### config.mk
export PLATFORM = sky130hd
export DESIGN_NAME = master_spi_flat
export DESIGN_NICKNAME = d
export VERILOG_FILES = /design/src/rtl/master_spi_if.sv /design/src/rtl/master_spi.sv /design/src/flat_wrapper.sv
export SDC_FILE = /design/constraint.sdc
export NUM_CORES = 1
export LEC_CHECK = 0
export CORE_MARGIN = 1
export CORE_UTILIZATION = 55
export CTS_BUF_LIST = sky130_fd_sc_hd__clkbuf_8 sky130_fd_sc_hd__clkbuf_16
export CTS_CLUSTER_DIAMETER = 100
export DETAILED_ROUTE_END_ITERATION = 10
export HOLD_SLACK_MARGIN = 0.15
export PLACE_DENSITY = 0.76
export SLEW_MARGIN = 20
export SYNTH_ARGS = -nofsm -noshare
export SYNTH_HDL_FRONTEND = slang
export SYNTH_SLANG_ARGS = --single-unit
### constraint.sdc
create_clock -name clk -period 5.4 [get_ports clk]
set_clock_uncertainty 0.05 [all_clocks]
set_input_delay 0.81 -clock clk [delete_from_list [all_inputs] [get_ports clk]]
set_output_delay 0.81 -clock clk [all_outputs]
set_load 0.005 [all_outputs]
### src/rtl/master_spi_if.sv
// Bus bundle for the SPI master: host-side request/response plus the serial pins.
interface master_spi_if;
  logic       start;
  logic [7:0] data_in;
  logic       miso;
  logic       sck;
  logic       mosi;
  logic       ss;
  logic       busy;
  logic       done;
  logic [7:0] data_out;

  modport master (input start, data_in, miso,
                  output sck, mosi, ss, busy, done, data_out);
  modport slave  (output start, data_in, miso,
                  input sck, mosi, ss, busy, done, data_out);
endinterface

### src/rtl/master_spi.sv
// Mode-0 SPI master, LSB first, one byte per transfer; sck half-period is DIV clk cycles.
module master_spi #(
  parameter int DIV = 4
) (
  input logic          clk,
  input logic          rst,
  master_spi_if.master bus
);
  typedef enum logic [1:0] {IDLE, LEAD, XFER, TRAIL} state_t;

  state_t     state;
  logic [7:0] div_cnt;
  logic [3:0] bit_cnt;
  logic [6:0] tx;
  logic [7:0] rx;
  logic       div_end;

  assign div_end = (div_cnt == 8'(DIV - 1));

  always_ff @(posedge clk) begin
    if (!rst) begin
      state        <= IDLE;
      div_cnt      <= 8'd0;
      bit_cnt      <= 4'd0;
      tx           <= 7'd0;
      rx           <= 8'd0;
      bus.sck      <= 1'b0;
      bus.ss       <= 1'b1;
      bus.mosi     <= 1'b0;
      bus.busy     <= 1'b0;
      bus.done     <= 1'b0;
      bus.data_out <= 8'h00;
    end else begin
      bus.done <= 1'b0;
      case (state)
        IDLE: begin
          if (bus.start) begin
            // bit 0 goes straight to mosi; tx holds the 7 bits still to send
            tx       <= bus.data_in[7:1];
            bus.mosi <= bus.data_in[0];
            bus.ss   <= 1'b0;
            bus.busy <= 1'b1;
            div_cnt  <= 8'd0;
            bit_cnt  <= 4'd0;
            rx       <= 8'd0;
            state    <= LEAD;
          end
        end
        LEAD: begin
          if (div_end) begin
            div_cnt <= 8'd0;
            state   <= XFER;
          end else begin
            div_cnt <= div_cnt + 8'd1;
          end
        end
        XFER: begin
          if (div_end) begin
            div_cnt <= 8'd0;
            bus.sck <= ~bus.sck;
            bit_cnt <= bit_cnt + 4'd1;
            // even half-period count means sck is low and is about to rise
            if (!bit_cnt[0]) begin
              rx <= {bus.miso, rx[7:1]};
            end else if (bit_cnt == 4'd15) begin
              bus.mosi <= 1'b0;
              state    <= TRAIL;
            end else begin
              bus.mosi <= tx[0];
              tx       <= {1'b0, tx[6:1]};
            end
          end else begin
            div_cnt <= div_cnt + 8'd1;
          end
        end
        TRAIL: begin
          if (div_end) begin
            div_cnt      <= 8'd0;
            bus.ss       <= 1'b1;
            bus.data_out <= rx;
            bus.done     <= 1'b1;
            bus.busy     <= 1'b0;
            state        <= IDLE;
          end else begin
            div_cnt <= div_cnt + 8'd1;
          end
        end
        default: state <= IDLE;
      endcase
    end
  end
endmodule

### src/flat_wrapper.sv
// flat-port wrapper written by rule: the top's interface ports become plain ports
module master_spi_flat 
#(
  parameter int DIV = 4
)
  (clk, rst, bus_start, bus_data_in, bus_miso, bus_sck, bus_mosi, bus_ss, bus_busy, bus_done, bus_data_out);
  master_spi_if bus_i ();
  input logic clk;
  input logic rst;
  input wire logic [$bits(bus_i.start)-1:0] bus_start;
  input wire logic [$bits(bus_i.data_in)-1:0] bus_data_in;
  input wire logic [$bits(bus_i.miso)-1:0] bus_miso;
  output wire logic [$bits(bus_i.sck)-1:0] bus_sck;
  output wire logic [$bits(bus_i.mosi)-1:0] bus_mosi;
  output wire logic [$bits(bus_i.ss)-1:0] bus_ss;
  output wire logic [$bits(bus_i.busy)-1:0] bus_busy;
  output wire logic [$bits(bus_i.done)-1:0] bus_done;
  output wire logic [$bits(bus_i.data_out)-1:0] bus_data_out;
  assign bus_i.start = bus_start;
  assign bus_i.data_in = bus_data_in;
  assign bus_i.miso = bus_miso;
  assign bus_sck = bus_i.sck;
  assign bus_mosi = bus_i.mosi;
  assign bus_ss = bus_i.ss;
  assign bus_busy = bus_i.busy;
  assign bus_done = bus_i.done;
  assign bus_data_out = bus_i.data_out;
  master_spi #(.DIV(DIV)) u_core (.clk(clk), .rst(rst), .bus(bus_i));
endmodule
== After elaboration in Yosys (flattened, before gate mapping) ==
Cells that the tools add are included.
Widths: inputs -> output; s select.

* Input bits: 12
* Register bits: 42
* Output and inout port bits: 13
* Word-level logic and storage cells: 73

* Reductions and logical operators: 13
* Equality and inequality tests: 13
* Add/sub/neg operators: 2
* Mux-type cells: 33
* Bitwise operators: 1

{| class="wikitable"
|+ Operators by type and width
! cell !! count
|-
| $mux 8 || 4
|-
| $pmux 8 s2 || 2
|-
| $mux 7 || 4
|-
| $pmux 7 s2 || 1
|-
| $mux 2 || 6
|-
| $ne 2x1->1 const B || 5
|-
| $mux 1 || 9
|-
| $add 8x1->8 const B || 1
|-
| $eq 8x2->1 const B || 1
|-
| $mux 4 || 2
|-
| $pmux 2 s4 || 1
|-
| $pmux 4 s2 || 1
|-
| $reduce_and 4->1 || 2
|-
| $ne 2x2->1 const B || 3
|-
| $pmux 1 s2 || 3
|-
| $reduce_and 2->1 || 3
|-
| $reduce_and 3->1 || 2
|-
| $reduce_and 6->1 || 1
|-
| $reduce_and 5->1 || 1
|-
| $add 4x1->4 const B || 1
|-
| $eq 2x2->1 const B || 2
|-
| $eq 4x4->1 const B || 1
|-
| $reduce_bool 2->1 || 2
|-
| $reduce_or 3->1 || 1
|-
| 3 further kinds || 3
|}

== Longest topological paths before layout ==
Gate-level depths: netlist of run 1.

* Word-level depth: 5
* Gate-level depth with buffers: 8
* Gate-level depth less buffers: 6

== Worst setup path after synthesis of run 1 ==
Ideal clock, no wire load.

* Path kind: input to register
* Start point: input port bus_start
* End point: register u_core.rx[0]
* Arrival time: 1.742 ns
* Library setup time: 0.059 ns
* Cell stages on the path: 3
* Slack: 3.549 ns
* Data required time: 5.291 ns
* Buffers on the path: 0
* Cell sequence: mux2i_1 -> a21o_1 -> a22o_1

* Word-level cells in the longest chain between the ends: 2

{| class="wikitable"
|+ RTL lines
! element !! RTL line !! source
|-
| start, declared || flat_wrapper.sv:10 || <nowiki>input wire logic [$bits(bus_i.start)-1:0] bus_start;</nowiki>
|-
| $ne 2x2->1 (no line) || n/a ||
|-
| $reduce_and 4->1 (no line) || n/a ||
|-
| end signal, assigned || master_spi.sv:64 || <nowiki>rx <= {bus.miso, rx[7:1]};</nowiki>
|-
| end, declared || master_spi.sv:15 || <nowiki>logic [7:0] rx;</nowiki>
|}

Every way passes these cells.
A chain may end at the register's enable or synchronous reset.

== Final worst setup path of run 1 ==
* Start point: register u_core.div_cnt[0]
* End point: register u_core.tx[2]

* Word-level cells in the longest chain between the ends: 3

{| class="wikitable"
|+ RTL lines
! element !! RTL line !! source
|-
| start, declared || master_spi.sv:12 || <nowiki>logic [7:0] div_cnt;</nowiki>
|-
| start signal, assigned || master_spi.sv:54 || <nowiki>div_cnt <= div_cnt + 8'd1;</nowiki>
|-
| start signal, assigned || master_spi.sv:73 || <nowiki>div_cnt <= div_cnt + 8'd1;</nowiki>
|-
| start signal, assigned || master_spi.sv:85 || <nowiki>div_cnt <= div_cnt + 8'd1;</nowiki>
|-
| $eq 8x2->1 || master_spi.sv:18 || <nowiki>assign div_end = (div_cnt == 8'(DIV - 1));</nowiki>
|-
| $ne 2x1->1 (no line) || n/a ||
|-
| $reduce_and 5->1 (no line) || n/a ||
|-
| end signal, assigned || master_spi.sv:39 || <nowiki>tx <= bus.data_in[7:1];</nowiki>
|-
| end signal, assigned || master_spi.sv:70 || <nowiki>tx <= {1'b0, tx[6:1]};</nowiki>
|-
| end, declared || master_spi.sv:14 || <nowiki>logic [6:0] tx;</nowiki>
|}

Every way passes these cells.

==> summary.md, run 1 <==
| Metric | Value |
|---|---|
| Worst endpoint required time | `5.52 ns` |
| Core Area | `3420 um2` |
| CTS resizes | `0` |
| Synth Flop Type | `dfxtp_1` |
| Slew HR | `45.4%` |
| Final Setup Violations | `0` |
| Synthesized flop and latch total | `42` |
| Crit Path Max Fanout | `17` |
| Worst setup EP type | `flop` |
| Critical Path AT | `between 2 and 3 ns` |
| # port buffers | `24` |
| Worst-margin pin slew | `0.796 ns` |
| Routed wire length | `3800 um` |
| Top Ports | `25` |
| Power Internal | `0.000568 W` |
| Die Y | `62.5 um` |
| Routability cong. | `0.832` |
| CP peak stage delay | `0.65 ns` |
| HP Class | `reg2reg` |
| Worst-Skew Late Latency | `0.28 ns` |
| Seq/Total Area, Yosys | `41.8%` |
| Setup TNS | `0 ns` |
| Rows | `21` |
| Synth Area in XOR/XNOR | `3.05%` |
| Die width | `62.5 um` |
| Number of synthesized flops with an enable pin | `0` |
| CP Launch Type | `flop` |
| Area occupied by multi-input gates | `1090 um2` |
| Clock root buffer | `clkbuf_8` |
| Post-CTS Repair Setup Buffers | `0` |
| Share of cells above drive strength 1 | `8.26%` |
| H-tree depth | `2` |
| Worst vdd ir | `0.265 mV` |
| Total global-route track usage | `21.3%` |
| Status | `finished, final reports clean` |
| Yosys warning total | `0` |
| Count leader, synth | `dfxtp_1` |
| Switching Fraction | `33.4%` |
| Compound-gate portion of the synthesized area | `17.8%` |
| Number of global-route vias before repair | `1542` |
| Fillers | `~280` |
| Number of CTS-inserted buffers | `5` |
| Netlist cell types | `44` |
| Post-layout minimum cycle time | `approximately 2.4 ns` |
| First-pass GRT wire length | `6700 um` |
| Post-DP HPWL | `2700 um` |
| Crit Path Class | `reg2reg` |
| Per-cell routed wire length | `13.2 um` |
| Sequential power share | `43.0%` |
| Vias per inst | `~5.6` |
| Antenna fix cells | `0` |
| Synth top area cells | `dfxtp_1 (42%), nand2_1 (6.9%), mux2i_1 (4.5%)` |
| Period utilization | `44.8%` |
| Simple-Gate Fraction of Synth Area | `between 20% and 30%` |
| Cell taking the most area after synthesis | `dfxtp_1` |
| DRC | `0` |
| Combinational power share | `around 33%` |
| Final net count | `260` |
| Register area | `~840 um2` |
| Initial antenna violation count | `0` |
| Die area | `3910 um2` |
| GRT overflow | `0` |
| Clk sink count | `42` |
| Final Slew Violations | `0` |
| Lkg Pwr | `0.860 nW` |
| Synthesized instance count | `220` |
| Clock Path Buffers | `2` |
| Syn avg cell area | `9.15 um2` |
| Clock transition at the registers of the reported paths | `around 0.080 ns` |
| Post-Syn Nets | `239` |
| Initial core utilization | `58.9%` |
| TritonCTS clock tree | `yes` |
| NetSw | `0.000285 W` |
| FMAX | `0.413 GHz` |
| Slowest-stage cell, CP | `and2_1` |
| Finished Core Util | `just under 70%` |
| Synth Area in Adders | `4.35%` |
| Post-CTS Hold Buffers | `0` |
| RSZ-0062 raised after global routing | `false` |
| Iter 0 DRT Violations | `104` |
| Clock network fraction of total power | `24.1%` |
| Cell area power density | `approximately 360 nW/um2` |
| Post-route insts no fill | `288` |
| Drt first pass iters | `4` |
| Max_cap viols | `0` |
| ANT nets after route | `0` |
| Syn Std Cell Area | `2010 um2` |
| Synthesis-to-finish area growth | `16.9%` |
| Post-synthesis async set-or-reset flop share | `0%` |
| Largest net degree at the start of global routing | `42` |
| Mux contribution to synthesized area | `7.27%` |
| Crit path cell chain | `ha_1, nor4b_4, and2_1, a31oi_4, mux2i_1` |
| Via count | `approximately 1.6k` |
| Top cell type's share of synthesized area | `41.8%` |
| Largest family of logic cells by synthesized area | `simple AND/OR/NAND/NOR gates` |
| Synth top cells by count | `dfxtp_1 (42), nand2_1 (37), nand3_1 (15)` |
| Final Hold Fails | `0` |
| Inst Count DP | `280` |
[power by group through the flow]
stage | Sequential (W) | Clock, W | Combinational [W]
6_report | 0.000366 | 0.000206 | 0.000281
5_1_grt | 0.000370 | 0.000226 | 0.000313
4_1_cts | 0.000366 | 0.000213 | 0.000283
3_5_place_dp | 0.000373 | 0 | 0.000282
3_3_place_gp | 0.000372 | 0 | 0.000274
2_1_floorplan | 0.000368 | 0 | 0.000222
[worst paths after layout]
check,startpoint,to,slack [ns],depth (start not counted)
worst max-delay path,u_core.div_cnt[0],u_core.tx[2],2.98,5
worst min register to register,u_core.bus.data_out[7],u_core.bus.data_out[7],0.40,2
worst max register to register,u_core.div_cnt[0],u_core.tx[2],2.98,5
worst min-delay path,u_core.bus.data_out[7],u_core.bus.data_out[7],0.40,2
[through the flow]
| stage | cell area (um2) | setup WS (ns) | total power, W | hold WS (ns) |
|---|---|---|---|---|
| final | 2350 | 2.98 | 0.000852 | 0.402 |
| after global routing | 2350 | 2.81 | 0.000909 | 0.425 |
| after CTS | 2350 | 2.99 | 0.000862 | 0.406 |
| after detailed placement | 2260 | 2.75 | 0.000655 | 0.394 |
| after global placement | 2260 | 2.82 | 0.000646 | 0.391 |
| after floorplan | 2010 | 3.55 | 0.000590 | 0.385 |
[placed cells by master, fill, tap and decap left out, types with 2 or more instances in the layout]
cell             instances
a21boi_0                 3
a21boi_1                 9
a21oi_1                  6
a22o_1                   8
a31oi_1                  5
and2_1                   3
and3_1                   2
clkbuf_8                 6
clkdlybuf4s50_1         24
dfxtp_1                 42
ha_1                     7
inv_1                    5
mux2_2                   5
mux2i_1                  9
nand2_1                 37
nand3_1                 15
nand4_1                  3
nor2_1                   9
nor2b_1                  2
nor3_1                   3
nor3b_1                  2
nor4b_1                  2
o21a_1                   3
o21ai_0                  4
o21ai_1                  2
o2bb2ai_1                2
xnor2_1                  4
xor2_1                   3
[cell type report]
class	count	share of cell area, %
Clock buffer	6	3.51
Clock inverter	2	0.532
Inverter	5	0.797
Multi-Input combinational cell	162	46.5
Sequential cell	42	35.7
Tap cell	46	2.45
Timing Repair Buffer	25	10.5
[worst max-delay path, delay by kind of cell (launching register included)]
family	cells	cell delay [ns]
adder cells (fa/ha/maj)	1	0.24
flip-flops	1	0.41
AND/OR/NAND/NOR	2	1.11
multiplexers	1	0.19
AO/OA/AOI/OAI	1	0.29
[layer usage]
metal | vias up | wire, um | global-route usage (%)
met3 | 4 | 115 | 3.83
met2 | 32 | 1930 | 37.8
met5 | - | 0 | 0
met1 | 762 | 1720 | 25.7
met4 | 0 | 35 | 6.69
li1 | 820 | - | -
[cell families after synthesis]
group,count (synthesis)
buf+inv,16
xor+xnor,7
compound gates,48
fa+ha+maj,7
mux,14
flops,42
simple gates,86
[sequential cells by signal, indices dropped and copies added (netlist names)]
register             count
u_core.tx                7
u_core.bus.busy          1
u_core.state             2
u_core.bus.done          1
u_core.bus.data_out      8
u_core.bus.sck           1
u_core.div_cnt           8
u_core.bus.mosi          1
u_core.bit_cnt           4
u_core.rx                8
u_core.bus.ss            1
Power figures use the tool's default switching activity.
==> inputs of run 2 (changes only) <==
--- a/config.mk
+++ b/config.mk
@@ -6,12 +6,12 @@
 export NUM_CORES = 1
 export LEC_CHECK = 0
 export CORE_MARGIN = 1
-export CORE_UTILIZATION = 55
+export CORE_UTILIZATION = 54
 export CTS_BUF_LIST = sky130_fd_sc_hd__clkbuf_8 sky130_fd_sc_hd__clkbuf_16
 export CTS_CLUSTER_DIAMETER = 100
 export DETAILED_ROUTE_END_ITERATION = 10
 export HOLD_SLACK_MARGIN = 0.15
-export PLACE_DENSITY = 0.76
+export PLACE_DENSITY = 0.75
 export SLEW_MARGIN = 20
 export SYNTH_ARGS = -nofsm -noshare
 export SYNTH_HDL_FRONTEND = slang
==> constraint.sdc (replaced) <==
create_clock -name clk -period 2.4 [get_ports clk]
set_clock_uncertainty 0.05 [all_clocks]
set_input_delay 0.36 -clock clk [delete_from_list [all_inputs] [get_ports clk]]
set_output_delay 0.36 -clock clk [all_outputs]
set_load 0.005 [all_outputs]
==> run 2 against run 1 <==
  * Cell count is 2.1% higher
  * Design area is 3.7% higher
  * Power increased to 2.5 times the previous value
  * Routed wire length grew 4.5%
  * Count of clock-buffer cells in the layout fell by 1
  * Highest routed layer unchanged
==> summary.md, run 2 (synthesis results as in run 1) <==
| Metric | Value |
|---|---|
| Fillers | `~280` |
| Worst vdd ir | `0.686 mV` |
| Crit Path Class | `reg2reg` |
| ANT nets after route | `0` |
| Crit Path Max Fanout | `11` |
| Worst-Skew Late Latency | `0.29 ns` |
| Top Ports | `25` |
| Final Setup Violations | `0` |
| Status | `finished, final reports clean` |
| Worst endpoint required time | `2.59 ns` |
| First-pass GRT wire length | `7110 um` |
| Switching Fraction | `a little under a third` |
| RSZ-0062 raised after global routing | `false` |
| CTS resizes | `0` |
| Post-CTS Hold Buffers | `0` |
| Number of global-route vias before repair | `1610` |
| Worst setup EP type | `flop` |
| Max_cap viols | `0` |
| Routed wire length | `between 3000 and 4000 um` |
| Largest net degree at the start of global routing | `25` |
| FF-to-FF setup slack | `0.27 ns` |
| Rows | `21` |
| GRT overflow | `0` |
| Clock network fraction of total power | `between 30% and 40%` |
| Initial antenna violation count | `0` |
| H-tree depth | `2` |
| Die width | `63.1 um` |
| Synthesis-to-finish area growth | `21.3%` |
| CP Launch Type | `flop` |
| Post-DP Area | `roughly 2300 um2` |
| Largest regs | `u_core.bus.data_out (8), u_core.div_cnt (8), u_core.rx (8)` |
| Final net count | `266` |
| Clock transition at the registers of the reported paths | `0.08 ns` |
| Clock Path Buffers | `2` |
| Critical Path AT | `between 2 and 2.5 ns` |
| Post-layout minimum cycle time | `approximately 2.1 ns` |
| Clk sink count | `between 40 and 50` |
| Period utilization | `88.8%` |
| WHS | `0.406 ns` |
| # port buffers | `24` |
| Fin area | `2440 um2` |
| Post-DP HPWL | `2890 um` |
| Drt first pass iters | `5` |
| Total power | `around 0.0021 W` |
| Power Internal | `0.00148 W` |
| Final Hold Fails | `0` |
| Number of CTS-inserted buffers | `5` |
| Sequential power share | `38.4%` |
| Share of cells above drive strength 1 | `10.5%` |
| Post-CTS Repair Setup Buffers | `0` |
| Setup TNS | `0 ns` |
| Most common cell after layout, fill and taps aside | `dfxtp_1` |
| FMAX | `0.469 GHz` |
| DRC | `0` |
| Area occupied by multi-input gates | `1090 um2` |
| Core Area | `3440 um2` |
| Combinational power share | `30.6%` |
| Antenna fix cells | `0` |
| Register area | `841 um2` |
| Die Y | `63.1 um` |
| Finished Core Util | `70.9%` |
| Most frequent cells in the layout | `dfxtp_1 (42), nand2_1 (37), clkdlybuf4s50_1 (24)` |
| NetSw | `0.000665 W` |
| Iter 0 DRT Violations | `91` |
| Initial core utilization | `between 50 and 60%` |
| Lkg Pwr | `0.911 nW` |
| Per-cell routed wire length | `13.5 um` |
| Total global-route track usage | `22.8%` |
| Die area | `around 4000 um2` |
| Cell area power density | `879 nW/um2` |
| Slew HR | `a little over two fifths` |
| Worst-margin pin slew | `0.826 ns` |
| HP Class | `reg2reg` |
| Via count | `1669` |
| TritonCTS clock tree | `yes` |
| Clock root buffer | `clkbuf_8` |
| Final Slew Violations | `0` |
| Routability cong. | `0.816` |
| Vias per inst | `5.68` |
-- run 2: changes by cell type in the layout (fill, tap and decap cells not counted), sizes merged --
cell / delta
buf: +6
bufinv: +2
clkbuf: -1
clkinvlp: -1
-- run 2: worst max-delay path: stages (launching register included) --
cell	delay, ns
dfxtp_1	0.39
inv_1	0.10
ha_1	0.34
mux2i_1	0.68
a21o_1	0.36
a22o_1	0.17
-- run 2: per-layer routing --
metal,share of wire (%),vias up,global-route usage (%)
met3,4.7,7,4.89
met4,1.8,0,9.88
met5,0,-,0
li1,-,829,-
met1,45,786,27.6
met2,49,47,38.6
-- run 2: final cells by class --
cell class / count / share of cell area (%)
Timing Repair Buffer: 31 / 12.0
Tap cell: 46 / 2.36
Inverter: 5 / 0.769
Multi-Input combinational cell: 162 / 44.8
Sequential cell: 42 / 34.4
Clock inverter: 3 / 2.82
Clock buffer: 5 / 2.82
-- run 2: per-stage QoR --
| stage | instances | worst slack [ns] |
|---|---|---|
| after global routing | 294 | 0.0435 |
| final | 294 | 0.269 |
| after CTS | 294 | 0.283 |
| after global placement | 286 | 0.292 |
| after detailed placement | 286 | 0.227 |
| after floorplan | 220 | 0.573 |
-- run 2: path summary, 6_finish.rpt --
kind,from,endpoint,cells past startpoint
hold / removal,u_core.bus.data_out[6],u_core.bus.data_out[6],2
hold reg to reg,u_core.bus.data_out[6],u_core.bus.data_out[6],2
setup / recovery,u_core.state[0],u_core.rx[7],5
setup reg to reg,u_core.state[0],u_core.rx[7],5
-- run 2: power groups by stage --
| stage | clock (W) | sequential (W) | combinational [W] |
|---|---|---|---|
| after floorplan | 0 | 0.000827 | 0.000500 |
| after global placement | 0 | 0.000835 | 0.000635 |
| after detailed placement | 0 | 0.000840 | 0.000655 |
| after CTS | 0.000677 | 0.000824 | 0.000659 |
| after global routing | 0.000716 | 0.000835 | 0.000735 |
| final | 0.000665 | 0.000824 | 0.000657 |
==> inputs of run 3 (changes only) <==
--- a/config.mk
+++ b/config.mk
@@ -6,12 +6,12 @@
 export NUM_CORES = 1
 export LEC_CHECK = 0
 export CORE_MARGIN = 1
-export CORE_UTILIZATION = 54
+export CORE_UTILIZATION = 50
 export CTS_BUF_LIST = sky130_fd_sc_hd__clkbuf_8 sky130_fd_sc_hd__clkbuf_16
 export CTS_CLUSTER_DIAMETER = 100
 export DETAILED_ROUTE_END_ITERATION = 10
 export HOLD_SLACK_MARGIN = 0.15
-export PLACE_DENSITY = 0.75
+export PLACE_DENSITY = 0.7
 export SLEW_MARGIN = 20
 export SYNTH_ARGS = -nofsm -noshare
 export SYNTH_HDL_FRONTEND = slang
==> constraint.sdc (replaced) <==
create_clock -name clk -period 2.7 [get_ports clk]
set_clock_uncertainty 0.05 [all_clocks]
set_input_delay 0.405 -clock clk [delete_from_list [all_inputs] [get_ports clk]]
set_output_delay 0.405 -clock clk [all_outputs]
set_load 0.005 [all_outputs]
==> run 3 against run 2 <==
  * Die area rose by 7.7%
  * Setup slack improved by 0.24 ns
  * Power fell by 19%
  * Flip-flop and latch count did not move
  * Count of clock-buffer cells in the layout did not move
  * Design area fell by 2.0%
  * Non-clock buffer count fell by 1
  * Highest routed layer unchanged
==> summary.md, run 3 (synthesis results as in run 1) <==
| Metric | Value |
|---|---|
| Status | `finished, final reports clean` |
| First-pass GRT wire length | `~7200 um` |
| Fillers | `332` |
| Final net count | `between 200 and 300` |
| CTS resizes | `0` |
| Slew HR | `41.1%` |
| Fin area | `2390 um2` |
| Die width | `65.5 um` |
| Critical Path AT | `between 2 and 2.5 ns` |
| FMAX | `0.456 GHz` |
| Antenna fix cells | `0` |
| Top Ports | `25` |
| Final Hold Fails | `0` |
| Most common cell after layout, fill and taps aside | `dfxtp_1` |
| Die Y | `65.5 um` |
| Finished Core Util | `63.4%` |
| Post-DP Area | `approximately 2300 um2` |
| Post-DP HPWL | `2870 um` |
| Most frequent cells in the layout | `dfxtp_1 (42), nand2_1 (37), clkdlybuf4s50_1 (24)` |
| Number of CTS-inserted buffers | `5` |
| Max_cap viols | `0` |
| Cell area power density | `726 nW/um2` |
| Clk sink count | `42` |
| Per-cell routed wire length | `around 14 um` |
| Core Area | `between 3000 and 4000 um2` |
| Post-CTS Repair Setup Buffers | `0` |
| Via count | `1650` |
| # port buffers | `24` |
| Initial core utilization | `53.4%` |
| Final Setup Violations | `0` |
| Number of global-route vias before repair | `1595` |
| Routed wire length | `just over 4000 um` |
| Lkg Pwr | `0.883 nW` |
| Area occupied by multi-input gates | `1090 um2` |
| TritonCTS clock tree | `yes` |
| Worst endpoint required time | `2.90 ns` |
| Crit Path Max Fanout | `11` |
| Post-layout minimum cycle time | `approximately 2.2 ns` |
| Post-route insts no fill | `295` |
| Crit Path Class | `reg2reg` |
| Share of cells above drive strength 1 | `10.1%` |
| DRC | `0` |
| HP Class | `reg2reg` |
| Total global-route track usage | `between 20% and 30%` |
| Iter 0 DRT Violations | `111` |
| Rows | `22` |
| Worst setup EP type | `flop` |
| Crit path cell chain | `inv_1, ha_1, mux2i_1, a21o_1, a22o_1` |
| CP Launch Type | `flop` |
| GRT overflow | `0` |
| Worst-Skew Late Latency | `around 0.30 ns` |
| Worst vdd ir | `0.651 mV` |
| Die area | `4280 um2` |
| Slowest-stage cell, CP | `mux2i_1` |
| Worst-margin pin slew | `0.859 ns` |
| H-tree depth | `2` |
| Routability cong. | `0.812` |
| Period utilization | `81.3%` |
| Register area | `841 um2` |
| Post-CTS Hold Buffers | `0` |
| Largest regs | `u_core.bus.data_out (8), u_core.div_cnt (8), u_core.rx (8)` |
| Clock Path Buffers | `2` |
| Drt first pass iters | `4` |
| Final Slew Violations | `0` |
| Clock root buffer | `clkbuf_8` |
| Synthesis-to-finish area growth | `18.8%` |
| ANT nets after route | `0` |
| Clock transition at the registers of the reported paths | `0.09 ns` |
| RSZ-0062 raised after global routing | `false` |
| Inst Count DP | `287` |
| Initial antenna violation count | `0` |
| Largest net degree at the start of global routing | `39` |
| Setup TNS | `0 ns` |
| CP peak stage delay | `0.70 ns` |
| Vias per inst | `5.59` |
==> run 3: changes by cell type in the layout (fill, tap and decap cells not counted), sizes merged <==
cell      previous run  this run
clkinvlp             0         1
buf                  7         6
bufinv               2         0
inv                  5         6
==> run 3: worst paths after layout <==
check	from	end	slack, ns	cells past startpoint
max	u_core.state[0]	u_core.rx[6]	0.51	5
min	u_core.bus.data_out[0]	u_core.bus.data_out[0]	0.41	2
max reg2reg	u_core.state[0]	u_core.rx[6]	0.51	5
min reg2reg	u_core.bus.data_out[0]	u_core.bus.data_out[0]	0.41	2
==> run 3: report_power, final <==
part | total, W | internal [W] | switching (W)
clock network | 0.000425 | 0.000187 | 0.000238
registers | 0.000733 | 0.000685 | 0.0000476
logic | 0.000578 | 0.000253 | 0.000325
total | 0.00174 | 0.00113 | 0.000611
==> run 3: critical path: cells and delay by family (launching register included) <==
kind	cells	cell delay [ns]
multiplexers	1	0.70
buffers and inverters	1	0.09
AO/OA/AOI/OAI	2	0.55
flip-flops	1	0.39
adder cells (fa/ha/maj)	1	0.34
==> run 3: final cells by class <==
cell class                 instances  share of cell area, %
clock buffer                       5                   2.88
clock inverter                     3                   1.05
inverter                           5                  0.785
multi-input combinational        162                   45.7
sequential                        42                   35.1
tap                               48                   2.51
timing repair buffer              30                   11.9
==> run 3: stage by stage <==
step	total power, W	worst slack, ns	hold WS (ns)
final	0.00174	0.506	0.406
after global routing	0.00186	0.355	0.418
after CTS	0.00175	0.496	0.412
after detailed placement	0.00132	0.425	0.400
after global placement	0.00131	0.472	0.391
after floorplan	0.00118	0.873	0.385
==> run 3: metal layers <==
| layer | track usage, % | share of wire [%] | vias to the layer above |
|---|---|---|---|
| met5 | 0 | 0 | - |
| met4 | 8.70 | 1.6 | 0 |
| met3 | 5.38 | 4.2 | 7 |
| met2 | 35.8 | 46 | 32 |
| met1 | 29.0 | 48 | 781 |
| li1 | - | - | 830 |
